### src/rtl/ntt_r4_sequencer_if.sv
`default_nettype none
// ============================================================================
//  Module   : ntt_r4_sequencer_if
//  Purpose  : Bundles the start/done handshake and the coefficient RAM,
//             twiddle ROM and butterfly-datapath control lines of the
//             radix-4 NTT sequencer.
//  Ports    : start, mode                  - transform request and NTT/INTT mode
//             busy, done                   - progress and completion pulse
//             sel, stage                   - latched mode and stage index
//             rd_en, rd_addr, tw_addr      - butterfly issue and read addresses
//             wr_en, wr_addr               - delayed write-back strobe/addresses
//             stall                        - only with NTT_R4_SEQ_STALL_EN
//  Modports : master (requester side), slave (sequencer side)
//  Macro    : NTT_R4_SEQ_STALL_EN adds the stall input
//  Revision : 1.0 - initial release
// ============================================================================
interface ntt_r4_sequencer_if #(
    parameter int N_LOG4 = 4,
    parameter int ADDR_W = 2*N_LOG4
);
    localparam int c_stage_w = (N_LOG4 < 2) ? 2 : N_LOG4;

    logic                  start;
    logic                  mode;
    logic                  busy;
    logic                  done;
    logic                  sel;
    logic [c_stage_w-1:0]  stage;
    logic                  rd_en;
    logic [4*ADDR_W-1:0]   rd_addr;
    logic [ADDR_W-3:0]     tw_addr;
    logic                  wr_en;
    logic [4*ADDR_W-1:0]   wr_addr;

`ifdef NTT_R4_SEQ_STALL_EN
    logic                  stall;

    modport master (
        output start, mode, stall,
        input  busy, done, sel, stage, rd_en, rd_addr, tw_addr, wr_en, wr_addr
    );
    modport slave (
        input  start, mode, stall,
        output busy, done, sel, stage, rd_en, rd_addr, tw_addr, wr_en, wr_addr
    );
`else
    modport master (
        output start, mode,
        input  busy, done, sel, stage, rd_en, rd_addr, tw_addr, wr_en, wr_addr
    );
    modport slave (
        input  start, mode,
        output busy, done, sel, stage, rd_en, rd_addr, tw_addr, wr_en, wr_addr
    );
`endif
endinterface
`default_nettype wire

### src/rtl/ntt_r4_sequencer.sv
`default_nettype none
// ============================================================================
//  Module   : ntt_r4_sequencer
//  Purpose  : Control sequencer for a radix-4 NTT/INTT butterfly datapath.
//             Issues one butterfly per cycle per stage (four coefficient
//             read addresses plus a twiddle address), replays the reads as
//             writes PIPE_LAT cycles later and leaves a PIPE_LAT-cycle drain
//             gap between stages.
//  Ports    : clk   - system clock, rising edge
//             rst_n - synchronous active-low reset
//             bus   - ntt_r4_sequencer_if.slave (handshake, addresses, strobes)
//  Macro    : NTT_R4_SEQ_STALL_EN - adds bus.stall, which freezes the
//             sequencer outside IDLE and masks rd_en/wr_en/done meanwhile
//  Revision : 1.0 - initial release
// ============================================================================
module ntt_r4_sequencer #(
    parameter int N_LOG4   = 4,
    parameter int PIPE_LAT = 6,
    parameter int ADDR_W   = 2*N_LOG4
) (
    input  wire logic          clk,
    input  wire logic          rst_n,
    ntt_r4_sequencer_if.slave  bus
);
    localparam int c_stage_w = (N_LOG4 < 2) ? 2 : N_LOG4;
    localparam int c_b_w     = ADDR_W - 2;
    localparam int c_lane_w  = 4*ADDR_W;

    localparam logic [c_stage_w-1:0] c_last_stage = c_stage_w'(N_LOG4 - 1);
    localparam logic [c_b_w-1:0]     c_b_ones     = '1;
    localparam logic [4:0]           c_wait_last  = 5'(PIPE_LAT - 1);

    localparam logic [1:0] c_idle = 2'd0;
    localparam logic [1:0] c_run  = 2'd1;
    localparam logic [1:0] c_wait = 2'd2;
    localparam logic [1:0] c_fin  = 2'd3;

    logic [1:0]            r_state;
    logic [c_stage_w-1:0]  r_s;
    logic [c_b_w-1:0]      r_b;
    logic [4:0]            r_wcnt;
    logic                  r_sel;
    logic                  r_busy;
    logic                  r_done;
    logic                  r_rd_en;
    logic [c_lane_w-1:0]   r_rd_addr;
    logic [c_b_w-1:0]      r_tw_addr;
    logic                  r_dl_en   [PIPE_LAT];
    logic [c_lane_w-1:0]   r_dl_addr [PIPE_LAT];

    logic [1:0]            w_state_nx;
    logic [c_stage_w-1:0]  w_s_nx;
    logic [c_b_w-1:0]      w_b_nx;
    logic [4:0]            w_wcnt_nx;
    logic                  w_sel_nx;
    logic                  w_issue_nx;
    logic                  w_hold;

    logic [c_stage_w-1:0]  w_ld;
    logic [c_stage_w:0]    w_sh;
    logic [c_stage_w:0]    w_tw_sh;
    logic [c_b_w-1:0]      w_k;
    logic [ADDR_W-1:0]     w_base;
    logic [c_lane_w-1:0]   w_rd_addr_nx;
    logic [c_b_w-1:0]      w_tw_nx;

`ifdef NTT_R4_SEQ_STALL_EN
    assign w_hold = bus.stall && (r_state != c_idle);
`else
    assign w_hold = 1'b0;
`endif

    // Next-state and counter update; the output registers are loaded from
    // these next values so the strobes line up with the state they describe.
    always_comb begin
        w_state_nx = r_state;
        w_s_nx     = r_s;
        w_b_nx     = r_b;
        w_wcnt_nx  = r_wcnt;
        w_sel_nx   = r_sel;
        w_issue_nx = 1'b0;
        case (r_state)
            c_idle: begin
                if (bus.start) begin
                    w_state_nx = c_run;
                    w_sel_nx   = bus.mode;
                    w_s_nx     = '0;
                    w_b_nx     = '0;
                    w_issue_nx = 1'b1;
                end
            end
            c_run: begin
                if (r_b == c_b_ones) begin
                    w_state_nx = c_wait;
                    w_wcnt_nx  = '0;
                end else begin
                    w_b_nx     = r_b + 1'b1;
                    w_issue_nx = 1'b1;
                end
            end
            c_wait: begin
                if (r_wcnt == c_wait_last) begin
                    if (r_s == c_last_stage) begin
                        w_state_nx = c_fin;
                    end else begin
                        w_state_nx = c_run;
                        w_s_nx     = r_s + 1'b1;
                        w_b_nx     = '0;
                        w_issue_nx = 1'b1;
                    end
                end else begin
                    w_wcnt_nx = r_wcnt + 1'b1;
                end
            end
            default: begin
                w_state_nx = c_idle;
                w_s_nx     = '0;
            end
        endcase
    end

    // Address generation. d = 4^ld, so every divide/multiply by d is a shift
    // by 2*ld: k keeps the low 2*ld bits of b, and j*4d is b with those bits
    // cleared shifted up by two. The twiddle stride N/(4d) = 4^(S-1-ld).
    always_comb begin
        w_ld    = w_sel_nx ? w_s_nx : (c_last_stage - w_s_nx);
        w_sh    = {w_ld, 1'b0};
        w_tw_sh = {c_last_stage - w_ld, 1'b0};
        w_k     = w_b_nx & ~(c_b_ones << w_sh);
        w_base  = {(w_b_nx & (c_b_ones << w_sh)), 2'b00} | {2'b00, w_k};
        w_tw_nx = w_k << w_tw_sh;
        w_rd_addr_nx = '0;
        for (int m = 0; m < 4; m++) begin
            w_rd_addr_nx[m*ADDR_W +: ADDR_W] = w_base + (ADDR_W'(m) << w_sh);
        end
    end

    always_ff @(posedge clk) begin
        if (!rst_n) begin
            r_state   <= c_idle;
            r_s       <= '0;
            r_b       <= '0;
            r_wcnt    <= '0;
            r_sel     <= 1'b0;
            r_busy    <= 1'b0;
            r_done    <= 1'b0;
            r_rd_en   <= 1'b0;
            r_rd_addr <= '0;
            r_tw_addr <= '0;
            for (int i = 0; i < PIPE_LAT; i++) begin
                r_dl_en[i]   <= 1'b0;
                r_dl_addr[i] <= '0;
            end
        end else if (!w_hold) begin
            r_state   <= w_state_nx;
            r_s       <= w_s_nx;
            r_b       <= w_b_nx;
            r_wcnt    <= w_wcnt_nx;
            r_sel     <= w_sel_nx;
            r_busy    <= (w_state_nx != c_idle);
            r_done    <= (w_state_nx == c_fin);
            r_rd_en   <= w_issue_nx;
            r_rd_addr <= w_issue_nx ? w_rd_addr_nx : '0;
            r_tw_addr <= w_issue_nx ? w_tw_nx : '0;
            r_dl_en[0]   <= r_rd_en;
            r_dl_addr[0] <= r_rd_addr;
            for (int i = 1; i < PIPE_LAT; i++) begin
                r_dl_en[i]   <= r_dl_en[i-1];
                r_dl_addr[i] <= r_dl_addr[i-1];
            end
        end
    end

    assign bus.busy    = r_busy;
    assign bus.sel     = r_sel;
    assign bus.stage   = r_s;
    assign bus.rd_addr = r_rd_addr;
    assign bus.tw_addr = r_tw_addr;
    assign bus.wr_addr = r_dl_addr[PIPE_LAT-1];

`ifdef NTT_R4_SEQ_STALL_EN
    // Strobes are masked for the stalled cycle itself so a held butterfly
    // is issued exactly once, when the stall releases.
    assign bus.rd_en = r_rd_en & ~bus.stall;
    assign bus.wr_en = r_dl_en[PIPE_LAT-1] & ~bus.stall;
    assign bus.done  = r_done & ~bus.stall;
`else
    assign bus.rd_en = r_rd_en;
    assign bus.wr_en = r_dl_en[PIPE_LAT-1];
    assign bus.done  = r_done;
`endif

endmodule
`default_nettype wire

### src/flat_wrapper.sv
// flat-port wrapper written by rule: the top's interface ports become plain ports
module ntt_r4_sequencer_flat 
#(
    parameter int N_LOG4   = 4,
    parameter int PIPE_LAT = 6,
    parameter int ADDR_W   = 2*N_LOG4
)
  (clk, rst_n, bus_start, bus_mode, bus_busy, bus_done, bus_sel, bus_stage, bus_rd_en, bus_rd_addr, bus_tw_addr, bus_wr_en, bus_wr_addr);
  ntt_r4_sequencer_if #(.N_LOG4(N_LOG4), .ADDR_W(ADDR_W)) bus_i ();
  input  wire logic clk;
  input  wire logic rst_n;
  input wire logic [$bits(bus_i.start)-1:0] bus_start;
  input wire logic [$bits(bus_i.mode)-1:0] bus_mode;
  output wire logic [$bits(bus_i.busy)-1:0] bus_busy;
  output wire logic [$bits(bus_i.done)-1:0] bus_done;
  output wire logic [$bits(bus_i.sel)-1:0] bus_sel;
  output wire logic [$bits(bus_i.stage)-1:0] bus_stage;
  output wire logic [$bits(bus_i.rd_en)-1:0] bus_rd_en;
  output wire logic [$bits(bus_i.rd_addr)-1:0] bus_rd_addr;
  output wire logic [$bits(bus_i.tw_addr)-1:0] bus_tw_addr;
  output wire logic [$bits(bus_i.wr_en)-1:0] bus_wr_en;
  output wire logic [$bits(bus_i.wr_addr)-1:0] bus_wr_addr;
  assign bus_i.start = bus_start;
  assign bus_i.mode = bus_mode;
  assign bus_busy = bus_i.busy;
  assign bus_done = bus_i.done;
  assign bus_sel = bus_i.sel;
  assign bus_stage = bus_i.stage;
  assign bus_rd_en = bus_i.rd_en;
  assign bus_rd_addr = bus_i.rd_addr;
  assign bus_tw_addr = bus_i.tw_addr;
  assign bus_wr_en = bus_i.wr_en;
  assign bus_wr_addr = bus_i.wr_addr;
  ntt_r4_sequencer #(.N_LOG4(N_LOG4), .PIPE_LAT(PIPE_LAT), .ADDR_W(ADDR_W)) u_core (.clk(clk), .rst_n(rst_n), .bus(bus_i));
endmodule
### config.mk
export PLATFORM = sky130hd
export DESIGN_NAME = ntt_r4_sequencer_flat
export DESIGN_NICKNAME = d
export VERILOG_FILES = /design/src/rtl/ntt_r4_sequencer_if.sv /design/src/rtl/ntt_r4_sequencer.sv /design/src/flat_wrapper.sv
export SDC_FILE = /design/constraint.sdc
export NUM_CORES = 1
export LEC_CHECK = 0
export CAP_MARGIN = 10
export CORE_MARGIN = 2
export CORE_UTILIZATION = 50
export CTS_CLUSTER_DIAMETER = 50
export CTS_CLUSTER_SIZE = 8
export DETAILED_ROUTE_END_ITERATION = 12
export PLACE_DENSITY = 0.75
export SYNTH_ARGS = -nofsm -noshare
export SYNTH_HDL_FRONTEND = slang
export SYNTH_SLANG_ARGS = --single-unit
export TNS_END_PERCENT = 30
### constraint.sdc
create_clock -name clk -period 3.69 [get_ports clk]
set_input_delay 1.107 -clock clk [delete_from_list [all_inputs] [get_ports clk]]
set_output_delay 1.107 -clock clk [all_outputs]
set_load 0.01 [all_outputs]
==> flow_metrics.py, run 1 <==
metrics = {
    "synth": {
        "ys_warn_count": 0,
        "synth_cell_type_count": 64,
        "avgSynthCellArea_sq_um": 10.90,
        "synth_nets": 743,
        "syn_area_sq_mm": 0.007910,
        "synthCells": 726,
        "synth_ff_type": "dfxtp_1",
        "postSynth.asyncResetShare": 0,
        "synth-edff-count": 0,
        "synth-seq-cells": 243,
        "ys_seq_area_frac": 0.6150,
    },
    "critical_path": {
        "cp_max_fo": 5,
        "cp.required_ns": 4.07,
        "cp_top_family": "compound AO/OA/AOI/OAI gates",
        "critical_path.startpoint": "bus_start",
        "critPathSlowestCell": "clkdlybuf4s50_1",
        "cp-end-kind": "flip-flop",
        "critPathArrivalTime_ns": 3.93,
        "cp_common_cell": "inv_1",
        "critPathBufInv": 4,
        "path_cells": "clkdlybuf4s50_1 > nor2b_4 > or2_1 > a211oi_4 > a21o_1 > o21ai_2 > buf_4 > a22oi_2 > inv_1 > ha_1 > a21oi_2 > inv_1 > a21oi_1 > xnor2_1 > nor2_1",
        "max_stage_delay_ns": 0.54,
        "rr_startpoint": "u_core.bus.stage[1]",
        "critPathKind": "input port to flip-flop",
        "startpoint_type": "input port",
    },
    "route": {
        "vias": 4885,
        "drt_wl_total_mm": 14.17,
        "drc": 0,
        "final_antenna_net_count": 0,
        "routedWlPerCell_um": 13.53,
        "viasPerCell": 4.666,
        "dr.pass1.iters": 4,
        "drt_iter0_drc": 256,
    },
    "placed_design": {
        "portBuffers": 82,
        "place.gp.congestion": 0.8434,
        "dpl.hpwl_mm": 9.348,
        "placedCellCount": 1002,
    },
    "global_route": {
        "grt_overflow": 0,
        "grt_usage": 0.1715,
        "grt_pass1_vias": 4854,
        "grt_pass1_wl_mm": 22.85,
        "antenna_found_initial": 0,
        "grt_max_degree": 197,
    },
    "final_layout": {
        "final-instance-count-excl-fill": 1047,
        "seq_area_sq_mm": 0.004865,
        "utilization": 0.6538,
        "diodes": 0,
        "nets": 850,
        "nFillCells": 1221,
        "area_growth_pct": 26.57,
        "multi_input_area_sq_mm": 0.002641,
        "drive_gt1_frac": 0.1304,
    },
    "outcome": {
        "outcome": "completed",
    },
    "cts": {
        "postCtsHoldBufs": 0,
        "clkLatencyLatePin_ns": 0.50,
        "cts-root-buf": "clkbuf_16",
        "cts_tree": "built",
        "cts.path.max_buffers": 3,
        "h-tree-depth": 2,
        "cts_sinks": 243,
        "clk_pin_slew_ns": 0.05,
        "cts_made_buffers": 36,
    },
    "sta": {
        "min_period_over_period": 0.9620,
        "fmaxAchievable_ghz": 0.2817,
        "hold_viol": 0,
        "worst_slew_pin_slew_ns": 0.6228,
        "drv_slew": 0,
        "skew_ns": 0.01268,
        "fin_crit_ns": 3.550,
        "final-setup-viol-count": 0,
        "maxSlewHeadroom": 0.5816,
    },
    "power_and_ir_drop": {
        "internal_power_mw": 4.595,
        "p_total_mw": 5.795,
        "total_leakage_power_nw": 4.136,
        "power_switching_mw": 1.200,
        "combPwrFrac": 0.046,
        "cellPowerDensity_mw_per_mm2": 578.8,
        "clkPwrFrac": 0.489,
        "p_seq_frac": 0.464,
        "p_sw_frac": 0.2070,
        "vdd_ir_drop_max_mv": 0.3828,
    },
    "die": {
        "core_area_sq_mm": 0.01531,
        "row_count": 45,
        "die_w_um": 129.8,
        "die_height_um": 129.8,
        "dieArea_sq_mm": 0.01684,
        "start_util": 0.5165,
        "io_pins": 83,
    },
    "worst_hold_path": {
        "holdCritStartpoint": "u_core.r_dl_addr[0][57]",
        "min_path_type": "flip-flop to flip-flop",
    },
    "run": {
        "max_cap_viol_count": 0,
    },
}
==> per-stage QoR <==
stage / setup slack (ns) / hold slack [ns] / area (sq um) / TNS (ns)
floorplan: 0.1476 / 0.4119 / 7910 / 0
global placement: -0.4132 / 0.4139 / 8977 / -1.969
detailed placement: -0.4945 / 0.4169 / 8977 / -2.837
CTS: 0.02082 / 0.4249 / 9957 / 0
global route: -0.01698 / 0.4383 / 10010 / -0.01698
finish: 0.1403 / 0.4218 / 10010 / 0
==> final timing paths <==
path                                  end  slack (ns)  cells after the start
setup reg to reg   u_core.bus.rd_addr[31]        0.28                     15
hold reg to reg   u_core.r_dl_addr[0][89]        0.42                      1
hold / removal    u_core.r_dl_addr[0][89]        0.42                      1
setup / recovery   u_core.bus.rd_addr[31]        0.14                     15
==> cells in the final DEF (no fill, tap or decap), types with 3 or more instances in the layout <==
cell	Yosys	final
nand2_1	27	27
nand4_1	6	6
inv_1	14	14
o21ai_0	9	8
xnor2_1	6	6
or3_1	3	3
ha_1	13	13
o21ai_1	3	4
buf_4	34	50
nand3_1	10	10
xor2_1	6	6
dfxtp_1	243	243
a21oi_1	21	19
clkbuf_16	0	36
nor2_1	34	33
nor2b_1	5	4
a31oi_1	6	6
nand2b_1	4	4
and2_1	199	199
and3_1	3	3
clkdlybuf4s50_1	0	81
==> cells in the mapped netlist (2+ instances only) <==
cell | instances | area share
nand3_1 | 10 | 0.0063
a31oi_1 | 6 | 0.0047
a22oi_1 | 2 | 0.0019
xor2_1 | 6 | 0.0066
mux2i_1 | 2 | 0.0025
buf_4 | 34 | 0.032
and2_1 | 199 | 0.16
o211ai_1 | 2 | 0.0019
o21ai_0 | 9 | 0.0057
o21ai_2 | 2 | 0.0022
nor3_1 | 2 | 0.0013
a211o_1 | 2 | 0.0022
nor2b_1 | 5 | 0.0040
nand3b_1 | 2 | 0.0019
or3_1 | 3 | 0.0024
a21oi_1 | 21 | 0.013
a21o_1 | 2 | 0.0019
clkbuf_1 | 27 | 0.013
nand4_1 | 6 | 0.0047
nand2b_1 | 4 | 0.0032
xnor2_1 | 6 | 0.0066
o21ai_1 | 3 | 0.0019
nand2_1 | 27 | 0.013
dfxtp_1 | 243 | 0.61
and3_1 | 3 | 0.0024
nor2_1 | 34 | 0.016
a41oi_1 | 2 | 0.0022
inv_1 | 14 | 0.0066
ha_1 | 13 | 0.021
==> area by class of cell <==
type | instances | area share
Inverter | 15 | 0.005624
Sequential cell | 243 | 0.4859
Tap cell | 211 | 0.02637
Clock buffer | 37 | 0.09035
Multi-Input combinational cell | 405 | 0.2638
Timing Repair Buffer | 132 | 0.1205
Clock inverter | 4 | 0.007498
==> routing by layer <==
metal  global-route usage  share of wire  vias up
li1                     -              -     2500
met1               0.2042           0.44     2211
met2               0.2957           0.48      132
met3              0.03977          0.048       42
met4              0.07780          0.030        0
met5                    0              0        -
==> cells by family after synthesis <==
logic type      share of synthesized area
xor+xnor                          0.01534
flops                              0.6150
compound gates                    0.06327
mux                              0.006801
buf+inv                           0.05425
other cells                     0.0004741
simple gates                       0.2243
fa+ha+maj                         0.02056
==> power groups by stage <==
stage          sequential [mW]  combinational (mW)  clock [mW]
6_report                  2.69               0.269        2.84
5_1_grt                   2.69               0.296        3.02
4_1_cts                   2.69               0.265        2.91
3_5_place_dp              2.74               0.263           0
3_3_place_gp              2.74               0.262           0
2_1_floorplan             2.74               0.136           0
==> registers in the layout, indices dropped and copies added, names as in the netlist <==
name	flops
u_core.bus.busy	1
u_core.bus.done	1
u_core.bus.rd_addr	30
u_core.bus.rd_en	1
u_core.bus.sel	1
u_core.bus.stage	4
u_core.bus.tw_addr	6
u_core.r_b	6
u_core.r_dl_addr	180
u_core.r_dl_en	6
u_core.r_state	2
u_core.r_wcnt	5
==> what timing repair did <==
action,in CTS,in global routing
buffers inserted,0,4
setup endpoints to repair,0,4
gates resized for setup,0,8
Note: power is estimated with default switching activity, not from simulation.
==> inputs of run 2 (changes only) <==
Settings changed: CORE_UTILIZATION 50 to 58, CTS_BUF_LIST set to sky130_fd_sc_hd__clkbuf_4 sky130_fd_sc_hd__clkbuf_8, GPL_TIMING_DRIVEN set to 0, PLACE_DENSITY 0.75 to 0.81.
Clock period 3.69 ns to 3.5 ns, I/O delays scaled along.
==> flow_metrics.py, run 2 (synthesized netlist as in run 1, its figures left out) <==
metrics = {
    "outcome": {
        "outcome": "completed",
    },
    "power_and_ir_drop": {
        "combPwrFrac": 0.055,
        "cellPowerDensity_mw_per_mm2": 508.8,
        "clkPwrFrac": 0.375,
        "internal_power_mw": 3.879,
        "total_leakage_power_nw": 4.006,
        "power_switching_mw": 1.083,
        "vdd_ir_drop_max_mv": 0.3174,
        "p_seq_frac": 0.570,
        "p_sw_frac": 0.2183,
        "p_total_mw": 4.963,
    },
    "cts": {
        "h-tree-depth": 2,
        "cts-root-buf": "clkbuf_8",
        "cts_sinks": 243,
        "cts.path.max_buffers": 3,
        "postCtsHoldBufs": 0,
        "cts_tree": "built",
        "cts_made_buffers": 36,
        "clkLatencyLatePin_ns": 0.50,
        "clk_pin_slew_ns": 0.06,
    },
    "critical_path": {
        "path_cells": "ha_1 > or3b_4 > a31oi_4 > a311oi_4 > buf_4 > xnor2_4 > o21ai_4 > a21bo_4 > ha_4 > a21oi_4 > inv_1 > a21oi_2 > inv_1 > a21oi_1 > xnor2_1 > nor2_1",
        "critPathBufInv": 3,
        "cp-end-kind": "flip-flop",
        "cp_max_fo": 7,
        "cp.required_ns": 3.86,
        "critPathArrivalTime_ns": 3.66,
        "cp_top_family": "compound AO/OA/AOI/OAI gates",
        "startpoint_type": "flip-flop",
        "critPathSlowestCell": "or3b_4",
        "critPathKind": "flip-flop to flip-flop",
        "max_stage_delay_ns": 0.43,
        "cp_common_cell": "inv_1",
    },
    "sta": {
        "drv_slew": 0,
        "worst_slew_pin_slew_ns": 0.7153,
        "setup_slack_ns": 0.2026,
        "final-setup-viol-count": 0,
        "maxSlewHeadroom": 0.5232,
        "skew_ns": 0.01014,
        "fmaxAchievable_ghz": 0.3033,
        "fin_crit_ns": 3.297,
        "min_period_over_period": 0.9421,
        "hold_viol": 0,
    },
    "placed_design": {
        "portBuffers": 81,
        "pre_cts_slack_ns": -1.153,
        "dpl.hpwl_mm": 9.873,
        "place.gp.congestion": 0.9156,
    },
    "die": {
        "die_w_um": 120.8,
        "core_area_sq_mm": 0.01330,
        "dieArea_sq_mm": 0.01459,
        "row_count": 42,
        "start_util": 0.5950,
        "io_pins": 83,
        "die_height_um": 120.8,
    },
    "final_layout": {
        "mostFrequentLayoutCells": "dfxtp_1, and2_1, clkdlybuf4s50_1",
        "top_register": "u_core.r_dl_addr",
        "nets": 873,
        "layout_commonest_cell": "dfxtp_1",
        "area_growth_pct": 23.30,
        "largest_register_ffs": 180,
        "utilization": 0.7336,
        "nFillCells": 920,
        "drive_gt1_frac": 0.1490,
        "diodes": 0,
    },
    "route": {
        "viasPerCell": 4.874,
        "routedWlPerCell_um": 13.60,
        "wl_met1_mm": 5.768,
        "route.met3.wl_um": 776,
        "met2WireLength_mm": 7.071,
        "drc": 0,
        "top_layer_used": "met4",
        "vias": 5045,
        "final_antenna_net_count": 0,
        "drt_iter0_drc": 191,
        "drt_wl_total_mm": 14.07,
        "dr.pass1.iters": 4,
    },
    "global_route": {
        "grt_max_degree": 11,
        "antenna_found_initial": 0,
        "grt_pass1_wl_mm": 22.76,
        "grt_pass1_vias": 5040,
        "grt_overflow": 0,
        "grt_usage": 0.1955,
    },
    "run": {
        "max_cap_viol_count": 0,
    },
    "worst_hold_path": {
        "min_path_type": "flip-flop to flip-flop",
    },
}
-- run 2: cell types whose count changed in the layout (fill, tap and decap cells not counted), sizes merged --
cell           before  now
clkinvlp            0    1
bufinv              1    0
clkbuf             37   62
dlymetal6s2s        0    1
clkdlybuf4s50      81   80
buf                51   49
-- run 2: per-stage QoR --
stage          area (sq um)  cells  hold slack, ns  setup TNS, ns
2_1_floorplan          7910    726          0.4119              0
3_3_place_gp           8941    983          0.4148         -8.194
3_5_place_dp           8941    983          0.4179         -10.08
4_1_cts                9649   1032          0.4202       -0.07487
5_1_grt                9753   1035          0.4336       -0.01633
6_report               9753   1035          0.4234              0
-- run 2: cell type report --
cell class                      instances  area [sq um]  share of cell area
Clock inverter                          4         32.53            0.003335
Tap cell                              176         220.2             0.02258
Timing Repair Buffer                   94         910.9             0.09339
Sequential cell                       243          4870              0.4993
Inverter                               15         56.30            0.005773
Clock buffer                           37         509.2             0.05221
Multi-Input combinational cell        405          2781              0.2852
Buffer                                 61         372.9             0.03823
-- run 2: per-layer routing --
layer / vias to the layer above / global-route usage
met4: 0 / 0.09375
li1: 2540 / -
met2: 158 / 0.3415
met3: 44 / 0.04340
met5: - / 0
met1: 2303 / 0.2269
-- run 2: power groups by stage --
stage               sequential [mW]  clock (mW)  combinational [mW]
floorplan                      2.89           0               0.143
finish                         2.83        1.86               0.275
global placement               2.89           0               0.235
CTS                            2.83        1.91               0.267
global route                   2.83        2.03               0.302
detailed placement             2.89           0               0.242
-- run 2: final timing paths --
kind / endpoint / start / depth (start not counted) / slack [ns]
hold reg to reg: u_core.r_dl_addr[0][61] / u_core.r_dl_addr[0][29] / 1 / 0.42
setup / recovery: u_core.bus.rd_addr[31] / u_core.bus.stage[0] / 16 / 0.20
setup reg to reg: u_core.bus.rd_addr[31] / u_core.bus.stage[0] / 16 / 0.20
hold / removal: u_core.r_dl_addr[0][61] / u_core.r_dl_addr[0][29] / 1 / 0.42
-- run 2: what timing repair did --
action	CTS	global route
buffers inserted	8	5
endpoints found under the setup margin	9	5
pin swaps	7	5
resized for setup	19	20
==> inputs of run 3 (changes only) <==
Settings changed: CAP_MARGIN 10 to 20.
==> results of run 3 <==
The final DEF is identical to that of run 2; final timing and power are the same.
